**config.mk**
```make
export PLATFORM = sky130hd
export DESIGN_NAME = silife_grid_arbiter
export DESIGN_NICKNAME = d
export VERILOG_FILES = /design/src/rtl/silife_grid_arbiter.sv
export SDC_FILE = /design/constraint.sdc
export NUM_CORES = 1
export LEC_CHECK = 0
export ABC_AREA = 1
export BUFFER_PORTS_ARGS = -buffer_cell sky130_fd_sc_hd__buf_4
export CAP_MARGIN = 20
export CELL_PAD_IN_SITES_DETAIL_PLACEMENT = 1
export CELL_PAD_IN_SITES_GLOBAL_PLACEMENT = 2
export CORE_MARGIN = 5
export CORE_UTILIZATION = 25
export DETAILED_ROUTE_END_ITERATION = 6
export PLACE_DENSITY_LB_ADDON = 0.1
export SYNTH_ARGS = -nofsm -noshare
export SYNTH_HDL_FRONTEND = slang
export SYNTH_SLANG_ARGS = --single-unit
```
**constraint.sdc**
```tcl
create_clock -name clk -period 2 [get_ports clk]
set_input_delay 0.4 -clock clk [delete_from_list [all_inputs] [get_ports clk]]
set_output_delay 0.4 -clock clk [all_outputs]
set_load 0.005 [all_outputs]
```
**src/rtl/silife_grid_arbiter.sv**
```systemverilog
// SiLife grid row-write port arbiter: clear sweep, host and demo loaders, step scheduling.
// Optional grant watchdog: define SILIFE_ARB_WATCHDOG_EN.
module silife_grid_arbiter #(
  parameter int ROWS      = 32,
  parameter int ROW_BITS  = 5,
  parameter int COLS      = 8,
  parameter int GRANT_MAX = 64
) (
  input  logic                clk,
  input  logic                rst_n,
  input  logic                clear_req,
  input  logic                demo_req,
  input  logic [ROW_BITS-1:0] demo_row_select,
  input  logic [COLS-1:0]     demo_cells,
  input  logic                demo_wr_en,
  output logic                demo_gnt,
  input  logic                host_req,
  input  logic [ROW_BITS-1:0] host_row_select,
  input  logic [COLS-1:0]     host_cells,
  input  logic                host_wr_en,
  output logic                host_gnt,
  input  logic                run_en,
  input  logic                step_tick,
  output logic [ROW_BITS-1:0] grid_row_select,
  output logic [COLS-1:0]     grid_cells,
  output logic                grid_wr_en,
  output logic                grid_step,
  output logic                busy
);

  typedef enum logic [1:0] {
    IDLE,
    CLEAR,
    DEMO,
    HOST
  } state_t;

  localparam logic [ROW_BITS-1:0] LAST_ROW = ROW_BITS'(ROWS - 1);

  state_t              state;
  logic                clear_pend;
  logic                step_pend;
  logic [ROW_BITS-1:0] clr_cnt;
  logic                demo_ok;
  logic                host_ok;
  logic                step_go;

`ifdef SILIFE_ARB_WATCHDOG_EN
  localparam int HW = $clog2(GRANT_MAX + 1);

  logic [HW-1:0] hold_cnt;
  logic          hold_end;
  logic          demo_lock;
  logic          host_lock;

  assign hold_end = (hold_cnt == HW'(GRANT_MAX - 1));
  assign demo_ok  = demo_req && !demo_lock;
  assign host_ok  = host_req && !host_lock;
`else
  assign demo_ok  = demo_req;
  assign host_ok  = host_req;
`endif

  // Raw requests (even locked ones) hold off evolution.
  assign step_go = (state == IDLE) && run_en && step_pend &&
                   !clear_pend && !host_req && !demo_req;

  assign busy = (state != IDLE) || clear_pend;

  always_ff @(posedge clk) begin
    if (!rst_n) begin
      state           <= IDLE;
      clear_pend      <= 1'b0;
      step_pend       <= 1'b0;
      clr_cnt         <= '0;
      demo_gnt        <= 1'b0;
      host_gnt        <= 1'b0;
      grid_row_select <= '0;
      grid_cells      <= '0;
      grid_wr_en      <= 1'b0;
      grid_step       <= 1'b0;
`ifdef SILIFE_ARB_WATCHDOG_EN
      hold_cnt        <= '0;
      demo_lock       <= 1'b0;
      host_lock       <= 1'b0;
`endif
    end else begin
      grid_step <= step_go;

      if (!run_en)        step_pend <= 1'b0;
      else if (step_go)   step_pend <= 1'b0;
      else if (step_tick) step_pend <= 1'b1;

      if (state == IDLE && clear_pend)
        clear_pend <= 1'b0;
      else if (clear_req && state != CLEAR)
        clear_pend <= 1'b1;

`ifdef SILIFE_ARB_WATCHDOG_EN
      if (!demo_req) demo_lock <= 1'b0;
      if (!host_req) host_lock <= 1'b0;
`endif

      unique case (state)
        IDLE: begin
          grid_wr_en <= 1'b0;
          if (clear_pend) begin
            state   <= CLEAR;
            clr_cnt <= '0;
          end else if (host_ok) begin
            state    <= HOST;
            host_gnt <= 1'b1;
`ifdef SILIFE_ARB_WATCHDOG_EN
            hold_cnt <= '0;
`endif
          end else if (demo_ok) begin
            state    <= DEMO;
            demo_gnt <= 1'b1;
`ifdef SILIFE_ARB_WATCHDOG_EN
            hold_cnt <= '0;
`endif
          end
        end
        CLEAR: begin
          grid_row_select <= clr_cnt;
          grid_cells      <= '0;
          grid_wr_en      <= 1'b1;
          if (clr_cnt == LAST_ROW)
            state <= IDLE;
          else
            clr_cnt <= clr_cnt + ROW_BITS'(1);
        end
        DEMO: begin
          grid_row_select <= demo_row_select;
          grid_cells      <= demo_cells;
          grid_wr_en      <= demo_wr_en;
          if (!demo_req) begin
            state    <= IDLE;
            demo_gnt <= 1'b0;
`ifdef SILIFE_ARB_WATCHDOG_EN
          end else if (hold_end) begin
            state     <= IDLE;
            demo_gnt  <= 1'b0;
            demo_lock <= 1'b1;
          end else begin
            hold_cnt <= hold_cnt + HW'(1);
`endif
          end
        end
        HOST: begin
          grid_row_select <= host_row_select;
          grid_cells      <= host_cells;
          grid_wr_en      <= host_wr_en;
          if (!host_req) begin
            state    <= IDLE;
            host_gnt <= 1'b0;
`ifdef SILIFE_ARB_WATCHDOG_EN
          end else if (hold_end) begin
            state     <= IDLE;
            host_gnt  <= 1'b0;
            host_lock <= 1'b1;
          end else begin
            hold_cnt <= hold_cnt + HW'(1);
`endif
          end
        end
      endcase
    end
  end

endmodule

```
==> run summary, run 1 <==
After detailed routing, the average wire length per cell comes to approximately 13 um. Gates resized during post-CTS repair numbered 0. The initial standard-cell utilization of the core came out at about a quarter. By area the synthesized netlist is led by sky130_fd_sc_hd__dfxtp_1, sky130_fd_sc_hd__nand2_1, sky130_fd_sc_hd__inv_1. The fraction of power consumed by the clock network is about a quarter. The global-route usage over all layers came out at approximately 13%. The count of buffers added by post-CTS timing repair for setup is 0. The cell-internal power is between 1 and 1.5 mW. Hold timing on the final database bottoms out at a slack of 0.390 ns. In this run the static leakage power is 0.871 nW. The synthesized netlist devotes about a third of its cell area to simple gates. Setup repair after global routing left no endpoint under its margin.

The xor/xnor share of the synthesized area came out at 0%. Static timing analysis puts the maximum clock frequency at about 550 MHz. The maximum root-to-sink buffer count is 2.

The Yosys step of the flow raised 0 warnings. The number of routed nets with antenna violations came out at 0. The total power divided by cell area came out at between 900 and 1000 nW/um2.

The kind of start point of the critical path is a flip-flop. Summing the areas of all fa, ha and maj instances in the mapped netlist gives under 10% of the synthesized area. The net switching power figure came out at just under 600 uW. The number of placement rows is 26. Adding up every negative setup slack in the final design gives 0 ns.

Summing all placed instances gives a cell area of roughly 1800 um2. The filler cells instantiated in the layout total about 670. After synthesis, the largest family of logic cells by area is simple AND/OR/NAND/NOR gates. The unique cell type count in the Yosys netlist came out at 28.

On the worst path, the slowest cell contributes a delay of ~0.44 ns. Buffers inserted during clock tree synthesis total 3. The count of port buffers added during placement came out at 52.

The slowest stage of the critical path is the sky130_fd_sc_hd__nor2_2 cell. Entering global routing, the biggest net connects 21 pins. The number of antenna violations at the first check in global routing came out at 0.

The critical path in this run is classified as flip-flop to primary output. The initial DRC count is slightly above 50. Setup violations remaining at the end of the flow were counted as 0. The via count of the first global-routing pass is about 1500. 53 I/O pins were placed.

TritonCTS built the clock tree. The total core area came out at 5110 um2. The finished cells cover 1820 um2. The total wirelength of the detailed-routed design is ~4000 um. The switching portion of total power is between 30% and 40%. The sum of buffers and inverters on the critical path is 1. From synthesis to final layout, the design area changed by 38.9%. The average instance in the mapped netlist occupies 7.30 um2.

For the worst-skew pair, the clock arrives at the later sink with an insertion delay of 0.28 ns. The synthesized netlist devotes 15.9% of its cell area to compound gates. Before antenna repair, the detailed router went through 4 iterations.

The post-synthesis cell count came out at between 150 and 200. The number of pins exceeding their max-slew limit in the final report is 0. Of the cells placed in the final design, the portion with a size suffix greater than 1 is 32.5%. The die covers roughly 6800 um2. Buffers inserted to repair hold after CTS numbered 0. Max-cap violations in this run came to 0. The deepest level of the CTS H-tree came out at 1. The mux contribution to synthesized area came out at 0%. The synthesized netlist occupies a cell area of 1310 um2.

The sequential cell fraction of total power came out at 39.2%. The repair_antennas step left the layout with diodes totalling 0. The share of the clock period used by the worst path is about nine tenths.

The worst hold path belongs to the class input pin to flip-flop. Registers take roughly 520 um2. The global placement routability congestion is roughly 0.75.

The die extent in x came out at just over 80 um. The number of storage elements in the synthesis netlist came out at 26. On the critical path the largest part of the delay comes from simple AND/OR/NAND/NOR gates.

The TritonCTS sink count is 26. The peak supply drop is between 0.3 and 0.4 mV. The clock-pin slew on the worst setup and hold paths is ~0.10 ns.

The root buffer cell chosen for the clock tree is sky130_fd_sc_hd__clkbuf_8. The combinational share of power is ~35%. The synthesized design spends more area on one cell type than any other, namely sky130_fd_sc_hd__dfxtp_1.

The share of flip-flops with an asynchronous set or reset after synthesis came out at 0%. The multi-input gate area in the final layout came out at around 660 um2. From bottom edge to top edge, the die measures 82.5 um. The hold violation count in the final report was 0. The data arrival time of the critical path came out at approximately 1.4 ns.

The portion of synthesized cell area occupied by the leading cell type is between 30 and 40%. The total overflow left after global routing is 0. Cells fill between 30% and 40% of the core in the end. Measured against its own limit, the worst slew margin works out to about 65%. The global-route wire length before repair is a little under 7000 um. The sequential fraction of the synthesis area is 39.6%.

The library cell used most frequently in the layout, excluding fill and tap cells, is sky130_fd_sc_hd__nand2_1. Walking the worst path, the cells encountered are nor2_2, nand2_2, buf_4. For the worst setup path, the data required time is about 1.6 ns.

The vias per cell came out at approximately 4.4. At the end of the flow, the number of nets in the layout was around 270. The total number of vias came out at between 1000 and 1500. In the synthesized netlist the dominant register cell turns out to be sky130_fd_sc_hd__dfxtp_1.

The net count of the mapped netlist came out at around 220. The worst-path maximum fanout came out at 11. The number of synthesized flops with an enable pin came out at 0. The DRC violation count after routing is 0. The top cell types in the final layout, fill and taps aside, are sky130_fd_sc_hd__nand2_1, sky130_fd_sc_hd__buf_4, sky130_fd_sc_hd__dfxtp_1. The transition at the pin with the smallest max-transition slack came out at around 0.52 ns.

The worst-case clock skew came out at ~0.012 ns. The half-perimeter wire length of the detailed placement result is 3190 um. The flow ran to the end, and the final reports show no timing, DRC or antenna violations. Subtracting the final worst setup slack from the clock period gives 1.82 ns. The kind of end point of the critical path is a primary output.
per-layer routing:
metal  wire (um)  part of all wire [%]  vias up  global-route usage (%)
met5           0                     0        -                       0
met4          24                  0.60        0                    4.25
met2        1990                    49       30                    22.3
met3         236                   5.9        2                    3.04
li1            -                     -      678                       -
met1        1780                    44      621                    15.6
path summary, 6_finish.rpt:
check,slack (ns),to,cells past startpoint,start
worst max-delay path,0.18,busy,3,state[1]$_SDFFE_PN0P_
worst min-delay path,0.39,grid_row_select[0]$_SDFFE_PN0N_,3,host_row_select[0]
worst max register to register,0.43,clr_cnt[1]$_SDFFE_PN0P_,10,clr_cnt[0]$_SDFFE_PN0P_
worst min register to register,0.46,demo_gnt$_SDFFE_PN0P_,2,demo_gnt$_SDFFE_PN0P_
metrics by stage:
stage	std cells	power, mW	setup slack [ns]
finish	301	1.70	0.177
floorplan	180	1.04	0.596
CTS	301	1.74	0.150
global placement	297	1.26	0.494
global route	301	1.82	0.0610
detailed placement	297	1.28	0.441
power groups by stage:
stage / logic (mW) / registers (mW) / clock network [mW]
after floorplan: 0.367 / 0.671 / 0
after global routing: 0.659 / 0.680 / 0.485
final: 0.587 / 0.668 / 0.447
after CTS: 0.602 / 0.669 / 0.468
after global placement: 0.588 / 0.676 / 0
after detailed placement: 0.600 / 0.680 / 0
sequential cells by signal, indices dropped and copies added (netlist names):
signal and count:
grid_cells 8, clr_cnt 5, grid_row_select 5, state 2, clear_pend 1, demo_gnt 1
grid_step 1, grid_wr_en 1, host_gnt 1, step_pend 1
final cells by class:
| type | instances | share of cell area [%] |
|---|---|---|
| Multi-Input combinational cell | 125 | 36.1 |
| Sequential cell | 26 | 28.5 |
| Timing Repair Buffer | 53 | 21.8 |
| Inverter | 23 | 4.87 |
| Tap cell | 70 | 4.80 |
| Clock buffer | 3 | 2.26 |
| Clock inverter | 1 | 1.65 |
cell usage after synthesis, drive strengths merged (2+ instances only):
library cell	number
nand2	58
dfxtp	26
inv	23
o21ai	17
nand3	14
nor2	14
a21oi	9
a31oi	6
buf	5
ha	2
logic make-up (layout without fill, tap and decap cells):
kind of cell	after synthesis	after routing
AO/OA/AOI/OAI	35	35
buffers and inverters	29	80
adder cells (fa/ha/maj)	2	2
AND/OR/NAND/NOR	88	88
flip-flops	26	26
worst reg2reg max path: stages (launching register included):
cell and delay (ns):
sky130_fd_sc_hd__dfxtp_1 0.35, sky130_fd_sc_hd__ha_1 0.22, sky130_fd_sc_hd__nand2_1 0.10, sky130_fd_sc_hd__nor2_1 0.06, sky130_fd_sc_hd__ha_1 0.17, sky130_fd_sc_hd__inv_1 0.09
sky130_fd_sc_hd__nand3_4 0.13, sky130_fd_sc_hd__nand2_4 0.13, sky130_fd_sc_hd__inv_1 0.06, sky130_fd_sc_hd__a21oi_1 0.12, sky130_fd_sc_hd__nor2_1 0.05
Note: power is estimated with default switching activity, not from simulation.
==> run 2: changes to the inputs <==
--- a/config.mk
+++ b/config.mk
@@ -13,7 +13,7 @@
 export CORE_MARGIN = 5
 export CORE_UTILIZATION = 25
 export DETAILED_ROUTE_END_ITERATION = 6
-export PLACE_DENSITY_LB_ADDON = 0.1
+export PLACE_DENSITY_LB_ADDON = 0.25
 export SYNTH_ARGS = -nofsm -noshare
 export SYNTH_HDL_FRONTEND = slang
 export SYNTH_SLANG_ARGS = --single-unit
==> constraint.sdc (replaced) <==
create_clock -name clk -period 2 [get_ports clk]
set_input_delay 0.4 -clock clk [delete_from_list [all_inputs] [get_ports clk]]
set_output_delay 0.4 -clock clk [all_outputs]
set_load 0.05 [all_outputs]
==> run 2 against run 1 <==
Via count is 2.5% lower. Fmax increased by 7.1%. Critical path type unchanged. Sequential cell count unchanged. Sequential share of layout area rose by 0.14 points. Wire length decreased by 4.1%. Die area unchanged. Register-to-register slack about the same. Setup slack better by 0.12 ns.
==> run summary, run 2 (synthesis gave the netlist of run 1 again) <==
The number of instances in the placed design is 298 (was 297). The antenna diode count is 0 (unchanged). The standard cell area after detailed placement is 1760 um2 (was 1750 um2). The area taken by flip-flops and latches came out at 520 um2 (unchanged). The minimum clock period after layout was 1.70 ns (was 1.82 ns). The count of port buffers added during placement was 52 (unchanged). The initial standard-cell utilization of the core came out at 25.7% (unchanged).

The number of routed nets with antenna violations was 0 (unchanged). The final cell area excluding filler cells is 1820 um2 (about the same). The number of ports placed on the die boundary was 53 (unchanged). The count of buffers added by post-CTS timing repair for setup is 0 (unchanged). The initial DRC count came out at 26 (was 51).

The delay of the slowest cell on the worst path is 0.40 ns (was 0.44 ns). The cell family contributing the most delay on the critical path is simple AND/OR/NAND/NOR gates (unchanged). The final number of setup-violating endpoints came to 0 (unchanged).

The slowest stage cell on the critical path is sky130_fd_sc_hd__dfxtp_1 (was sky130_fd_sc_hd__nor2_2). The vias per cell was 4.30 (was 4.42). Most frequent cells in the layout: sky130_fd_sc_hd__nand2_1, sky130_fd_sc_hd__buf_4, sky130_fd_sc_hd__dfxtp_1 (unchanged). The peak supply drop came out at 0.363 mV (was 0.311 mV). The number of pins exceeding their max-slew limit in the final report is 0 (unchanged). The maximum root-to-sink buffer count came out at 2 (unchanged).

The pin count of the biggest net entering global routing came to 21 (unchanged). The global placement routability congestion was 0.745 (was 0.754). Ordered list of cells on the worst path: nor2_2, nand2_2, buf_4 (unchanged). The total power divided by cell area came out at 1010 nW/um2 (was 933 nW/um2). The multi-input gate area in the final layout is 658 um2 (unchanged). The synthesis-to-layout area growth is 38.2% (was 38.9%). The global-route wire length before repair is 6380 um (was 6760 um).

The setup TNS after final layout came out at 0 ns (unchanged). The sum of buffers and inverters on the critical path was 1 (unchanged). The TritonCTS buffer count is 3 (unchanged). Setup repair after global routing missed its margin: no (unchanged). The transition at the pin with the smallest max-transition slack came out at 0.332 ns (was 0.520 ns). The capturing point of the worst reg2reg path is clr_cnt[4]$_SDFFE_PN0P_ (was clr_cnt[1]$_SDFFE_PN0P_). The register ranked first by flip-flop count is grid_cells (unchanged).

The worst-path maximum fanout is 6 (was 11). The number of inserted filler cells in the final layout came out at 657 (was 665). The deepest level of the CTS H-tree is 1 (unchanged). The half-perimeter wire length of the detailed placement result is 3000 um (was 3190 um). The leakage component of the power is 0.868 nW (was 0.871 nW). The hold violation count in the final report came out at 0 (unchanged). The worst-case clock skew is 0.00713 ns (was 0.0121 ns).

The number of flip-flops under the largest register name came out at 8 (unchanged). The first element of the critical path is state[1]$_SDFFE_PN0P_ (unchanged). The proportion of layout cells with a drive suffix above 1 came out at 32.8% (was 32.5%). The max-cap violation count is 0 (unchanged). The remaining global-route overflow came out at 0 (unchanged). The via count of the first global-routing pass is 1312 (was 1458). The worst slew margin relative to its limit came to 77.8% (was 65.3%). The clock-pin slew on the worst setup and hold paths is 0.09 ns (was 0.10 ns). Run status: completed (unchanged). The final-stage net count came out at 270 (was 269). The worst endpoint required time was 1.60 ns (about the same). The final routed wire length divided by cell count came to 12.8 um (was 13.4 um). The kind of end point of the critical path is a primary output (unchanged). The cell depth of the worst hold path came out at 3 (unchanged). The post-layout total power came out at 1.83 mW (was 1.70 mW). The TritonCTS sink count is 26 (unchanged). The share of the clock period used by the worst path came to 85.2% (was 91.2%). The kind of start point of the critical path is a flip-flop (unchanged).

The maximum clock frequency was 587 MHz (was 548 MHz). The clock root buffer is sky130_fd_sc_hd__clkbuf_8 (unchanged). The slack of the worst reg-to-reg path was 0.43 ns (about the same). The global-route usage over all layers came out at 12.2% (was 12.9%). The number of optimization iterations in the first detailed-route pass came out at 3 (was 4). The startpoint of the worst-slack reg-to-reg timing path was clr_cnt[0]$_SDFFE_PN0P_ (unchanged). The count of hold buffers inserted by post-cts repair is 0 (unchanged). The total number of vias is 1298 (was 1331). The data arrival time of the critical path came out at 1.30 ns (was 1.42 ns). The worst reg-to-reg path cell count is 10 (unchanged).

The die extent in x is 82.5 um (unchanged). The class of the tightest hold or removal check is input pin to flip-flop (unchanged). The number of antenna violations at the first check in global routing came to 0 (unchanged).

The critical path class is flip-flop to primary output (unchanged). The DRC violation count after routing is 0 (unchanged). Registers with the highest flip-flop counts: grid_cells (8), clr_cnt (5), grid_row_select (5) (unchanged). The clock latency at the later pin of the worst-skew pair came out at 0.27 ns (was 0.28 ns). The worst-case hold slack came out at 0.388 ns (was 0.390 ns).

The y dimension of the die was 82.5 um (unchanged). The total core area is 5110 um2 (unchanged). The total wirelength of the detailed-routed design is 3870 um (was 4030 um).

The full die area came out at 6800 um2 (unchanged). The launch point of the worst hold path is host_req (was host_row_select[0]). The number of placement rows is 26 (unchanged). The TritonCTS clock tree is done (unchanged). The final cell count without fillers is 302 (was 301). The worst hold path endpoint is host_gnt$_SDFFE_PN0P_ (was grid_row_select[0]$_SDFFE_PN0N_). The post-cts sizing count came out at 0 (unchanged).
==> run 2: worst register-to-register path, stage by stage, from the launching register on <==
cell                      delay [ns]
sky130_fd_sc_hd__dfxtp_1        0.35
sky130_fd_sc_hd__ha_1           0.21
sky130_fd_sc_hd__nand2_1        0.11
sky130_fd_sc_hd__nor2_1         0.06
sky130_fd_sc_hd__ha_1           0.17
sky130_fd_sc_hd__inv_1          0.09
sky130_fd_sc_hd__nand3_4        0.13
sky130_fd_sc_hd__nand2_4        0.12
sky130_fd_sc_hd__inv_1          0.06
sky130_fd_sc_hd__a21oi_1        0.12
sky130_fd_sc_hd__nor2_1         0.05
==> run 2: worst max path at each step <==
stage / endpoint / slack (ns) / cells after the start
after global placement: clr_cnt[1]$_SDFFE_PN0P_ / 0.51 / 10
after floorplan: clr_cnt[4]$_SDFFE_PN0P_ / 0.60 / 10
after global routing: busy / 0.19 / 3
after detailed placement: clr_cnt[1]$_SDFFE_PN0P_ / 0.45 / 10
final: busy / 0.30 / 3
after CTS: busy / 0.26 / 3
==> run 2: area by class of cell <==
class                   instances  share of cell area [%]
multi-input cells             125                    36.3
flip-flops and latches         26                    28.7
repair buffers                 54                    22.3
inverters                      23                    4.89
well taps                      70                    4.82
clock buffers                   4                    3.03
==> run 2: layer usage <==
metal / track usage, % / up-vias / wire, um / part of all wire, %
met5: 0 / - / 0 / 0
met4: 2.45 / 0 / 31 / 0.80
met3: 3.90 / 4 / 228 / 5.9
met2: 19.2 / 28 / 1710 / 44
met1: 16.5 / 581 / 1890 / 49
li1: - / 685 / - / -
==> run 2: metrics by stage <==
stage               setup WS, ns  utilization, %
finish                     0.297            35.5
CTS                        0.261            35.5
global route               0.187            35.5
global placement           0.509            34.5
floorplan                  0.596               -
detailed placement         0.449            34.5
==> run 2: power breakdown <==
part	total (mW)	switching, mW	internal [mW]
Sequential	0.666	0.0623	0.604
Clock	0.343	0.167	0.176
Combinational	0.819	0.552	0.268
